## src/rtl/cpu_if_stage_pkg.sv

```systemverilog
// Shared definitions for the instruction-fetch stage: PCSrc encodings, reset and
// trap vectors, bubble instruction, IF/ID field offsets and FSM/IFID-action codes.
package cpu_if_stage_pkg;

    // Next-PC select encodings driven by ID control
    localparam logic [2:0] PCSRC_SEQ    = 3'd0;
    localparam logic [2:0] PCSRC_BRANCH = 3'd1;
    localparam logic [2:0] PCSRC_J      = 3'd2;
    localparam logic [2:0] PCSRC_JR     = 3'd3;
    localparam logic [2:0] PCSRC_ILLOP  = 3'd4;
    localparam logic [2:0] PCSRC_XADR   = 3'd5;

    // Default vectors (kernel mode, bit31 set)
    localparam logic [31:0] DEF_RESET_PC  = 32'h8000_0000;
    localparam logic [31:0] DEF_ILLOP_PC  = 32'h8000_0004;
    localparam logic [31:0] DEF_XADR_PC   = 32'h8000_0008;
    localparam logic [31:0] DEF_NOP_INSTR = 32'h0000_0000;

    // IF/ID register layout: {Instruct, PC}
    localparam int unsigned IFID_INSTR_MSB = 63;
    localparam int unsigned IFID_PC_MSB    = 31;

    // Fetch FSM encodings
    localparam logic [1:0] ST_IDLE  = 2'd0;
    localparam logic [1:0] ST_FETCH = 2'd1;
    localparam logic [1:0] ST_WAIT  = 2'd2;

    // What happens to the IF/ID register this cycle
    localparam logic [1:0] IFID_HOLD   = 2'd0;
    localparam logic [1:0] IFID_BUBBLE = 2'd1;
    localparam logic [1:0] IFID_LOAD   = 2'd2;

    // Sequential increment; the kernel bit is never touched, wrap stays in bits 30:0
    function automatic logic [31:0] pc_plus4(input logic [31:0] pc);
        return {pc[31], pc[30:0] + 31'd4};
    endfunction

endpackage

```

## src/rtl/cpu_pc_next.sv

```systemverilog
// Combinational next-PC selection for the fetch stage, with the redirect /
// stall / fetch-complete priority, plus the matching IF/ID register action.
module cpu_pc_next
    import cpu_if_stage_pkg::*;
#(
    parameter logic [31:0] ILLOP_PC = DEF_ILLOP_PC,
    parameter logic [31:0] XADR_PC  = DEF_XADR_PC
) (
    input  logic [31:0] pc_i,
    input  logic [3:0]  ifid_pc_hi_i,
    input  logic [2:0]  pcsrc_i,
    input  logic [25:0] jt_i,
    input  logic [31:0] databus_a_i,
    input  logic        id_flush_i,
    input  logic        stall_i,
    input  logic        ex_branch_i,
    input  logic [31:0] ex_conba_i,
    input  logic        fetch_done_i,
    output logic [31:0] pc_next_o,
    output logic [1:0]  ifid_op_o,
    output logic        redirect_o
);

    logic id_redirect;

    assign id_redirect = (pcsrc_i >= PCSRC_J) && (pcsrc_i <= PCSRC_XADR);

    // Priority: EX branch, ID redirect/flush, stall, missing fetch, sequential
    always_comb begin
        pc_next_o  = pc_i;
        ifid_op_o  = IFID_HOLD;
        redirect_o = 1'b0;
        if (ex_branch_i) begin
            pc_next_o  = ex_conba_i;
            ifid_op_o  = IFID_BUBBLE;
            redirect_o = 1'b1;
        end else if (id_flush_i || id_redirect) begin
            // A flush without a jump-type PCSrc keeps the PC so the killed word is refetched
            case (pcsrc_i)
                PCSRC_J:     pc_next_o = {ifid_pc_hi_i, jt_i, 2'b00};
                PCSRC_JR:    pc_next_o = databus_a_i;
                PCSRC_ILLOP: pc_next_o = ILLOP_PC;
                PCSRC_XADR:  pc_next_o = XADR_PC;
                default:     pc_next_o = pc_i;
            endcase
            ifid_op_o  = IFID_BUBBLE;
            redirect_o = 1'b1;
        end else if (stall_i) begin
            pc_next_o = pc_i;
            ifid_op_o = IFID_HOLD;
        end else if (!fetch_done_i) begin
            pc_next_o = pc_i;
            ifid_op_o = IFID_BUBBLE;
        end else begin
            pc_next_o = pc_plus4(pc_i);
            ifid_op_o = IFID_LOAD;
        end
    end

endmodule

```

## src/rtl/cpu_if_stage.sv

```systemverilog
// Instruction-fetch stage: PC register, fetch handshake FSM and IF/ID register.
// Optional performance counters are built when CPU_IF_PERF_EN is defined.
module cpu_if_stage
    import cpu_if_stage_pkg::*;
#(
    parameter logic [31:0] RESET_PC  = DEF_RESET_PC,
    parameter logic [31:0] ILLOP_PC  = DEF_ILLOP_PC,
    parameter logic [31:0] XADR_PC   = DEF_XADR_PC,
    parameter logic [31:0] NOP_INSTR = DEF_NOP_INSTR
) (
    input  logic        clk,
    input  logic        reset,
    input  logic [2:0]  PCSrc,
    input  logic [25:0] JT,
    input  logic [31:0] DataBusA,
    input  logic        id_flush,
    input  logic        Stallin,
    input  logic        ex_branch,
    input  logic [31:0] ex_conba,
    output logic        imem_req,
    output logic [31:0] imem_addr,
    input  logic [31:0] imem_rdata,
    input  logic        imem_ready,
`ifdef CPU_IF_PERF_EN
    output logic [31:0] perf_fetch,
    output logic [31:0] perf_bubble,
`endif
    output logic [63:0] IFID
);

    logic [1:0]  state_q, state_d;
    logic [31:0] pc_q, pc_d;
    logic [63:0] ifid_q, ifid_d;
    logic [1:0]  ifid_op;
    logic        redirect;
    logic        fetch_done;

    assign imem_req   = (state_q != ST_IDLE);
    assign imem_addr  = pc_q;
    assign IFID       = ifid_q;
    assign fetch_done = imem_req & imem_ready;

    cpu_pc_next #(
        .ILLOP_PC (ILLOP_PC),
        .XADR_PC  (XADR_PC)
    ) u_pc_next (
        .pc_i         (pc_q),
        .ifid_pc_hi_i (ifid_q[IFID_PC_MSB -: 4]),
        .pcsrc_i      (PCSrc),
        .jt_i         (JT),
        .databus_a_i  (DataBusA),
        .id_flush_i   (id_flush),
        .stall_i      (Stallin),
        .ex_branch_i  (ex_branch),
        .ex_conba_i   (ex_conba),
        .fetch_done_i (fetch_done),
        .pc_next_o    (pc_d),
        .ifid_op_o    (ifid_op),
        .redirect_o   (redirect)
    );

    // Fetch FSM: a redirect abandons any pending request and restarts at the new PC
    always_comb begin
        state_d = state_q;
        case (state_q)
            ST_IDLE: state_d = ST_FETCH;
            default: state_d = (redirect || imem_ready) ? ST_FETCH : ST_WAIT;
        endcase
    end

    // IF/ID next value from the selected action
    always_comb begin
        ifid_d = ifid_q;
        case (ifid_op)
            IFID_LOAD:   ifid_d = {imem_rdata, pc_q};
            IFID_BUBBLE: ifid_d = {NOP_INSTR, 32'h0};
            default:     ifid_d = ifid_q;
        endcase
    end

    // State, PC and IF/ID registers
    always_ff @(posedge clk or negedge reset) begin
        if (!reset) begin
            state_q <= ST_IDLE;
            pc_q    <= RESET_PC;
            ifid_q  <= {NOP_INSTR, 32'h0};
        end else begin
            state_q <= state_d;
            pc_q    <= pc_d;
            ifid_q  <= ifid_d;
        end
    end

`ifdef CPU_IF_PERF_EN
    logic [31:0] perf_fetch_q, perf_bubble_q;

    assign perf_fetch  = perf_fetch_q;
    assign perf_bubble = perf_bubble_q;

    // Count words and bubbles written to IF/ID; a hold writes neither
    always_ff @(posedge clk or negedge reset) begin
        if (!reset) begin
            perf_fetch_q  <= '0;
            perf_bubble_q <= '0;
        end else begin
            if (ifid_op == IFID_LOAD)   perf_fetch_q  <= perf_fetch_q + 32'd1;
            if (ifid_op == IFID_BUBBLE) perf_bubble_q <= perf_bubble_q + 32'd1;
        end
    end
`endif

endmodule

```

## config.mk

```make
export PLATFORM = sky130hd
export DESIGN_NAME = cpu_if_stage
export DESIGN_NICKNAME = d
export VERILOG_FILES = /design/src/rtl/cpu_if_stage_pkg.sv /design/src/rtl/cpu_pc_next.sv /design/src/rtl/cpu_if_stage.sv
export SDC_FILE = /design/constraint.sdc
export NUM_CORES = 1
export LEC_CHECK = 0
export CAP_MARGIN = 25
export CORE_ASPECT_RATIO = 0.7
export CORE_MARGIN = 3
export CORE_UTILIZATION = 48
export CTS_CLUSTER_SIZE = 16
export DETAILED_ROUTE_END_ITERATION = 7
export PLACE_DENSITY_LB_ADDON = 0.1
export SYNTH_ARGS = -nofsm -noshare
export SYNTH_HDL_FRONTEND = slang
export SYNTH_SLANG_ARGS = --single-unit
```

## constraint.sdc

```tcl
create_clock -name clk -period 3.5 [get_ports clk]
set_input_delay 0.35 -clock clk [delete_from_list [all_inputs] [get_ports clk]]
set_output_delay 0.35 -clock clk [all_outputs]
set_load 0.02 [all_outputs]
```

==> impl_metrics.csv, run 1 <==
group,metric,value,unit
status,status,"completed",
worst_setup_path,r2r-start,"imem_addr[2]",
drt,drc,0,
yosys,syn_nets,804,
power,peakVddDrop,0.000274,V
drt,vias,6072,
floorplanning,rows,32,
clocking,cts_root_buf,"clkbuf_16",
yosys,yosys_warnings,0,
worst_setup_path,rr_endpoint,"imem_addr[30]",
floorplanning,initial_utilization,50.4,%
grt,grt_pass1_wl,31900,µm
clocking,cts.htree.levels,3,
power,p_leak,3.28,nW
job,drv_cap,0,
final_layout,layout-drive-gt1-share,5.01,%
sta,setup_violations,0,
clocking,cts-buffers-inserted,9,
worst_setup_path,crit_cells,8,
place,dp.cells,1015,
sta,maxSlewHeadroom,39.9,%
yosys,synth_edf_count,0,
clocking,cts.clk_slew.worst_paths,0.08,ns
drt,routed_wl,19800,µm
clocking,post_cts_buffers,0,
drt,wl_per_cell,19.2,µm
clocking,cts_tree,"done",
worst_hold_path,min_path_type,"primary input to asynchronous set/reset pin",
final_layout,area_delta_synth_final,47.2,%
sta,fmax,378,MHz
worst_setup_path,r2r_setup_slack,1.00,ns
yosys,synth_top_area_cell,"dfrtp_1",
grt,grt_pass1_vias,5974,
worst_setup_path,cp_top_family,"buffers and inverters",
sta,max_slew.worst_pin.slew,0.893,ns
floorplanning,top_level_ports,228,
place,io_buffers,227,
grt,grt_use_total,30.3,%
worst_setup_path,critPathCaptureType,"flop",
sta,rsz0062_at_grt,"no",
yosys,synthCells,671,
sta,final.min_clock_period,2.64,ns
worst_setup_path,critPathMaxFanout,47,
final_layout,num_antenna_cells,0,
yosys,synth_area_leaders,"dfrtp_1 43%, o21ai_0 8.4%, nand2b_1 7.8%",
clocking,cts.sinks,98,
floorplanning,core-area,11300,µm²
clocking,cts_hold_buf,0,
yosys,synth_top_area_share,42.7,%
floorplanning,dieArea,13200,µm²
sta,final-max-slew-violation-count,0,
worst_setup_path,critPathLaunch,"PCSrc[1]",
worst_setup_path,reg2reg_depth,6,
worst_setup_path,path_class,"primary input to flop",
floorplanning,die_w,136,µm
clocking,clockBufferDepth,2,
sta,fin_tns_setup,0,ns
final_layout,fin_util,74.1,%
final_layout,n_fill_cell,846,
sta,finalClockSkew,0.00994,ns
yosys,synthArstFlopShare,100,%
worst_setup_path,crit_top_cell,"buf_4",
worst_setup_path,crit_path_cell_trace,"clkdlybuf4s50_1 > buf_4 > xor2_1 > a211o_1 > nand3_1 > ha_4 > buf_4 > o21ai_0",
sta,whs,0.0749,ns
clocking,cts_resized,0,
worst_setup_path,max_stage_delay,0.59,ns
yosys,synth-seq-cells,98,
grt,antenna_found_initial,0,
worst_setup_path,crit_buf_inv,3,
place,dpl.hpwl,14500,µm
worst_setup_path,cp-start-kind,"primary input",
yosys,synth_area_per_cell,8.48,µm²
yosys,synth-main-ff-cell,"dfrtp_1",
drt,drt-initial-drc-count,527,
yosys,synth_area,5690,µm²
grt,grt_max_degree,65,
drt,vias_per_cell,5.89,
yosys,yosysUniqueCellTypes,62,
worst_setup_path,worstPathArrival,2.86,ns
sta,fin_crit_sh,75.5,%
power,power,3.36,mW
grt,overflow,0,
final_layout,final-instance-count-excl-fill,1031,
worst_setup_path,crit_required,3.72,ns
place,gp_congestion,0.930,
drt,drt_pre_antenna_iters,5,
worst_setup_path,crit_slowest_cell,"ha_4",
power,power.density,401,nW/µm²
clocking,clock_latency,0.35,ns
drt,ant_nets,0,
final_layout,final_nets,1006,
yosys,yosysSeqAreaShare,43.1,%
floorplanning,die_h,97.1,µm
sta,finalHoldViolCount,0,
[registers in the layout (all words and copies together), names as in the netlist]
signal	count
imem_addr	32
state_q	2
IFID	64
[worst reg2reg max path: stages (launching register included)]
cell     delay (ns)
dfrtp_1        0.49
ha_1           0.30
and4_1         0.33
nand4_1        0.43
nor4_1         0.50
mux2i_1        0.25
o22ai_1        0.09
[cell usage after synthesis (4+ instances only)]
master / number
a211oi_1: 7
a21o_1: 5
a21oi_1: 27
a221o_1: 4
a221oi_1: 6
a22o_1: 4
a22oi_1: 7
a31oi_1: 6
and4_1: 4
buf_1: 4
buf_2: 5
clkbuf_1: 40
dfrtp_1: 97
inv_1: 8
mux2_2: 4
mux2i_1: 13
nand2_1: 109
nand2b_1: 71
nand3_1: 12
nand4_1: 8
nor2_1: 28
nor2b_1: 4
nor3_1: 12
nor4_1: 6
o211ai_1: 7
o21ai_0: 96
o22ai_1: 8
o31ai_1: 11
xor2_1: 4
[report_power, final]
| group | total, mW | internal [mW] | switching [mW] |
|---|---|---|---|
| sequential | 1.39 | 1.24 | 0.152 |
| combinational | 0.994 | 0.488 | 0.506 |
| clock | 0.971 | 0.499 | 0.471 |
| total | 3.36 | 2.23 | 1.13 |
[cell type report]
class / instances / area, µm² / share of cell area, %
timing repair buffer: 241 / 2380 / 28.5
clock inverter: 6 / 57.6 / 0.687
multi-input combinational: 514 / 3020 / 36.1
tap: 153 / 191 / 2.29
clock buffer: 10 / 229 / 2.74
inverter: 9 / 33.8 / 0.404
sequential: 98 / 2450 / 29.3
[kinds of logic (layout without fill, tap and decap cells)]
kind of cell | after synthesis | after routing | share of synthesized area [%]
flops | 98 | 98 | 43.1
compound gates | 217 | 217 | 24.2
mux | 17 | 17 | 3.08
fa+ha+maj | 2 | 2 | 0.440
simple gates | 271 | 271 | 24.0
xor+xnor | 7 | 7 | 1.08
buf+inv | 59 | 266 | 4.07
[stage by stage]
stage / instance area [µm²] / setup slack (ns)
2_1_floorplan: 5690 / 0.986
3_3_place_gp: 8090 / 0.624
3_5_place_dp: 8090 / 0.507
4_1_cts: 8370 / 0.875
5_1_grt: 8370 / 0.638
6_report: 8370 / 0.857
[routing by layer]
metal,track usage [%],share of wire (%),vias to the layer above
met5,0,0,-
met4,8.29,2.3,0
met3,9.32,11,46
met2,47.9,46,349
met1,40.5,40,2864
li1,-,-,2813
[cell usage in the layout, fill, tap and decap left out, drive strengths merged, types with 13 or more instances in the layout]
cell,n
o21ai,96
mux2i,13
nor2,28
a21oi,27
buf,16
clkdlybuf4s50,225
dfrtp,97
nand2b,71
nand2,109
[how the worst max path moves through the flow]
stage / slack [ns] / end
final: 0.86 / IFID[24]
after global routing: 0.64 / IFID[24]
after CTS: 0.88 / IFID[24]
after detailed placement: 0.51 / IFID[24]
after global placement: 0.62 / IFID[23]
after floorplan: 0.99 / IFID[45]
Power figures use the tool's default switching activity.
==> run 2, diff against run 1 <==
Settings changed: CORE_UTILIZATION 48 to 40.
Clock period 3.5 ns to 2.3 ns, I/O delays scaled along.
==> run 2 against run 1 <==
Cell count grew 9.5%. Via count grew 4.0%. Power grew 63%. Critical endpoint is now imem_addr[5]. Highest routed layer is now met5.
==> impl_metrics.csv, run 2 (synthesis results as in run 1) <==
group,metric,value,unit
sta,setup_violations,0,
drt,vias_per_cell,5.59,
grt,grt_pass1_wl,34900,µm
final_layout,largest_reg_flops,64,
floorplanning,core-area,13500,µm²
floorplanning,initial_utilization,42.0,%
sta,finalClockSkew,0.0102,ns
place,gp_congestion,0.923,
place,pre_cts_ws,-0.261,ns
sta,final-max-slew-violation-count,0,
final_layout,most-common-layout-cells,"225 x clkdlybuf4s50_1, 109 x nand2_1, 97 x dfrtp_1",
worst_setup_path,crit_required,2.58,ns
worst_setup_path,critPathCaptureType,"flop",
clocking,cts_tree,"done",
drt,vias,6315,
worst_setup_path,r2r_setup_slack,0.17,ns
floorplanning,die_w,149,µm
power,power.density,607,nW/µm²
status,status,"completed",
worst_setup_path,path_class,"primary input to flop",
grt,antenna_found_initial,1,
clocking,clockBufferDepth,2,
clocking,post_cts_buffers,0,
power,power,5.48,mW
final_layout,fin_util,66.7,%
floorplanning,rows,35,
power,peakVddDrop,0.000405,V
sta,rsz0062_at_grt,"no",
worst_setup_path,critPathMaxFanout,6,
drt,drt_pre_antenna_iters,7,
grt,overflow,0,
clocking,cts.htree.levels,3,
final_layout,area_delta_synth_final,58.6,%
clocking,cts_root_buf,"clkbuf_16",
sta,fin_crit_sh,93.4,%
drt,routed_wl,22200,µm
worst_hold_path,min_path_type,"primary input to asynchronous set/reset pin",
grt,grt_pass1_vias,6303,
clocking,cts.clk_slew.worst_paths,0.08,ns
grt,grt_max_degree,74,
place,dpl.hpwl,16900,µm
job,drv_cap,0,
drt,wl_per_cell,19.7,µm
sta,final.min_clock_period,2.15,ns
sta,fmax,466,MHz
sta,fin_ws,0.152,ns
final_layout,num_antenna_cells,0,
clocking,cts-buffers-inserted,9,
grt,grt_use_total,28.3,%
floorplanning,die_h,106,µm
floorplanning,dieArea,15700,µm²
drt,drc,0,
worst_setup_path,cp-start-kind,"primary input",
drt,drt-initial-drc-count,727,
final_layout,final_nets,1072,
sta,max_slew.worst_pin.slew,0.897,ns
power,p_leak,3.64,nW
sta,maxSlewHeadroom,38.7,%
sta,finalHoldViolCount,0,
final_layout,layout-drive-gt1-share,11.7,%
worst_setup_path,worstPathArrival,2.43,ns
clocking,clock_latency,0.35,ns
clocking,cts.sinks,98,
floorplanning,top_level_ports,228,
drt,ant_nets,0,
place,io_buffers,227,
final_layout,final_common_cell,"clkdlybuf4s50_1",
-- run 2: repair_timing --
action,in CTS,in global routing
resized for setup,0,1
hold buffers,1,0
endpoints found under the hold margin,25,0
endpoints found under the setup margin,0,1
-- run 2: path summary, 6_finish.rpt --
check,to,start,cells past startpoint
worst min register to register,IFID[3],IFID[3],2
worst min-delay path,IFID[18],reset,2
max in group asynchronous,imem_addr[31],reset,3
worst max register to register,imem_addr[28],imem_addr[3],7
min in group clk,imem_addr[28],ex_branch,4
worst max-delay path,imem_addr[5],PCSrc[1],8
-- run 2: power by group --
group	switching, mW	internal [mW]	leakage, nW
combinational	0.923	0.888	2.22
sequential	0.148	1.89	1.27
clock	0.756	0.878	0.151
total	1.83	3.65	3.64
-- run 2: layout make-up --
cell class	count	area (µm²)
Inverter	9	33.8
Timing Repair Buffer	307	2960
Tap cell	185	231
Sequential cell	98	2450
Clock buffer	9	225
Clock inverter	7	100
Multi-Input combinational cell	514	3030
Fill cell	1098	4510
-- run 2: per-layer routing --
metal  wire, µm  global-route usage [%]  vias to the layer above  share of wire, %
met3       2050                    5.93                       38               9.2
met1      10200                    41.6                     2967                46
met5         10                       0                        -             0.045
met2       9610                    42.7                      358                43
met4        333                    6.46                        2               1.5
li1           -                       -                     2950                 -
-- run 2: per-stage QoR --
| stage | TNS (ns) | std cells | hold slack (ns) | instance area (µm²) |
|---|---|---|---|---|
| after floorplan | 0 | 671 | -0.0656 | 5690 |
| after global placement | -0.518 | 1112 | 0.170 | 8690 |
| after detailed placement | -2.59 | 1112 | 0.178 | 8690 |
| after CTS | 0 | 1129 | 0.343 | 9020 |
| after global routing | 0 | 1129 | 0.354 | 9020 |
| final | 0 | 1129 | 0.329 | 9020 |
-- run 2: worst max-delay path, cell delays in order --
cell and delay (ns):
clkdlybuf4s50_1 0.55, buf_4 0.22, nand2b_1 0.12, a211oi_1 0.07, a2111oi_0 0.81, buf_4 0.23
o21ai_0 0.08, a21oi_1 0.12
==> run 3, diff against run 2 <==
Settings changed: CORE_MARGIN 3 to 1.5.
==> run 3 against run 2 <==
Core utilization is 2.8 points lower. Count of clock-buffer cells in the layout unchanged. Flip-flop and latch count unchanged. Clock power fell by 9%. Largest power group unchanged. Maximum frequency rose by 1.2%. Sequential power barely moved. Final area down 1.5%. Combinational power shrank 3%. Via count shrank 1.4%. Highest routed layer is now met4. Non-clock buffer count decreased by 13. Critical path depth shrank 3. Routed wire length down 6.1%.
==> impl_metrics.csv, run 3 (synthesis results as in run 1) <==
group,metric,value,unit
worst_hold_path,min_path_type,"primary input to flop",
grt,grt_max_degree,99,
place,placed_cell_area,8590,µm²
power,peakVddDrop,0.000365,V
grt,overflow,0,
sta,rsz0062_at_grt,"no",
drt,vias_per_cell,5.55,
sta,final-max-slew-violation-count,0,
clocking,clockBufferDepth,2,
worst_setup_path,path_class,"flop to flop",
worst_setup_path,crit_required,2.58,ns
power,p_leak,3.57,nW
floorplanning,dieArea,15000,µm²
clocking,cts-buffers-inserted,9,
final_layout,final_common_cell,"clkdlybuf4s50_1",
clocking,cts_tree,"done",
final_layout,area_delta_synth_final,56.3,%
drt,vias,6224,
clocking,cts.clk_slew.worst_paths,0.07,ns
floorplanning,top_level_ports,228,
worst_setup_path,critPathCaptureType,"flop",
power,power.density,593,nW/µm²
final_layout,multi_input_area,3030,µm²
job,drv_cap,0,
floorplanning,die_w,146,µm
clocking,clock_latency,0.35,ns
clocking,cts.sinks,98,
final_layout,seq_area,2450,µm²
drt,ant_nets,0,
floorplanning,rows,36,
worst_setup_path,endpoint,"imem_addr[29]",
sta,max_slew.worst_pin.slew,0.588,ns
final_layout,final-instance-count-excl-fill,1121,
drt,routed_wl,20900,µm
place,dp.cells,1104,
grt,antenna_found_initial,0,
floorplanning,initial_utilization,40.9,%
worst_setup_path,critPathMaxFanout,9,
grt,grt_pass1_wl,32700,µm
grt,grt_pass1_vias,5980,
drt,drt-initial-drc-count,559,
clocking,cts.htree.levels,3,
final_layout,stdcell_area,8890,µm²
clocking,cts_root_buf,"clkbuf_16",
worst_setup_path,r2r_setup_slack,0.18,ns
sta,finalHoldViolCount,0,
grt,grt_use_total,28.0,%
worst_setup_path,cp-start-kind,"flop",
sta,fin_tns_setup,0,ns
floorplanning,die_h,103,µm
worst_setup_path,reg2reg_depth,5,
worst_setup_path,worstPathArrival,2.41,ns
sta,setup_violations,0,
drt,drc,0,
sta,maxSlewHeadroom,59.8,%
place,io_buffers,227,
floorplanning,core-area,13900,µm²
place,gp_congestion,0.928,
drt,wl_per_cell,18.6,µm
sta,fmax,471,MHz
final_layout,n_fill_cell,1194,
sta,final.min_clock_period,2.12,ns
final_layout,largest_reg_flops,64,
sta,fin_crit_sh,92.3,%
final_layout,final_nets,1059,
sta,finalClockSkew,0.00741,ns
final_layout,num_antenna_cells,0,
final_layout,layout-drive-gt1-share,10.6,%
place,dpl.hpwl,15500,µm
worst_setup_path,rr_endpoint,"imem_addr[29]",
status,status,"completed",
clocking,post_cts_buffers,0,
drt,drt_pre_antenna_iters,5,
final_layout,most-common-layout-cells,"225 x clkdlybuf4s50_1, 109 x nand2_1, 97 x dfrtp_1",
worst_setup_path,r2r-start,"imem_addr[4]",
worst_setup_path,critPathLaunch,"imem_addr[4]",
## run 3: changes by cell type in the layout (fill, tap and decap cells not counted), sizes merged
cell	delta
bufinv	-1
buf	-13
inv	+1
## run 3: worst min-delay path by stage
stage,to,start,cells after the start
finish,imem_addr[4],ex_branch,3
CTS,imem_addr[4],ex_branch,3
global route,imem_addr[4],ex_branch,3
global placement,IFID[21],reset,2
floorplan,IFID[0],reset,0
detailed placement,IFID[18],reset,2
## run 3: layout make-up
| class | instances | area share (%) |
|---|---|---|
| Timing Repair Buffer | 294 | 32.1 |
| Clock inverter | 7 | 0.675 |
| Sequential cell | 98 | 27.6 |
| Clock buffer | 9 | 2.53 |
| Inverter | 9 | 0.380 |
| Multi-Input combinational cell | 514 | 34.0 |
| Tap cell | 190 | 2.67 |
## run 3: worst max-delay path, cell delays in order, from the launching register on
cell       delay, ns
dfrtp_1         0.49
and4_2          0.39
nand4_4         0.16
or4_4           0.54
a2111oi_2       0.32
nand3b_1        0.16
## run 3: where the power goes
part           switching, mW  internal, mW  leakage (nW)  total [mW]
logic                  0.891         0.862          2.16        1.75
clock network          0.730         0.754         0.136        1.48
registers              0.151          1.89          1.27        2.04
total                   1.77          3.50          3.57        5.28
## run 3: what timing repair did
| action | in CTS | in global routing |
|---|---|---|
| hold buffers | 1 | 0 |
| setup endpoints to repair | 0 | 5 |
| endpoints found under the hold margin | 97 | 0 |
| resized for setup | 0 | 2 |
## run 3: stage by stage
| stage | power (mW) | utilization, % | hold WS, ns | setup slack (ns) |
|---|---|---|---|---|
| floorplan | 2.81 | - | -0.0656 | 0.0632 |
| global placement | 3.78 | 61.7 | 0.332 | -0.199 |
| detailed placement | 3.81 | 61.7 | 0.337 | -0.270 |
| CTS | 5.30 | 63.8 | 0.329 | 0.0844 |
| global route | 5.53 | 63.9 | 0.361 | 0.0240 |
| finish | 5.28 | 63.9 | 0.346 | 0.178 |
## run 3: layer usage
metal / track usage [%] / wire (µm) / vias up
met5: 0 / 0 / -
met4: 7.46 / 266 / 0
met3: 7.39 / 1710 / 30
met2: 44.1 / 9460 / 309
met1: 38.6 / 9430 / 2963
li1: - / - / 2922
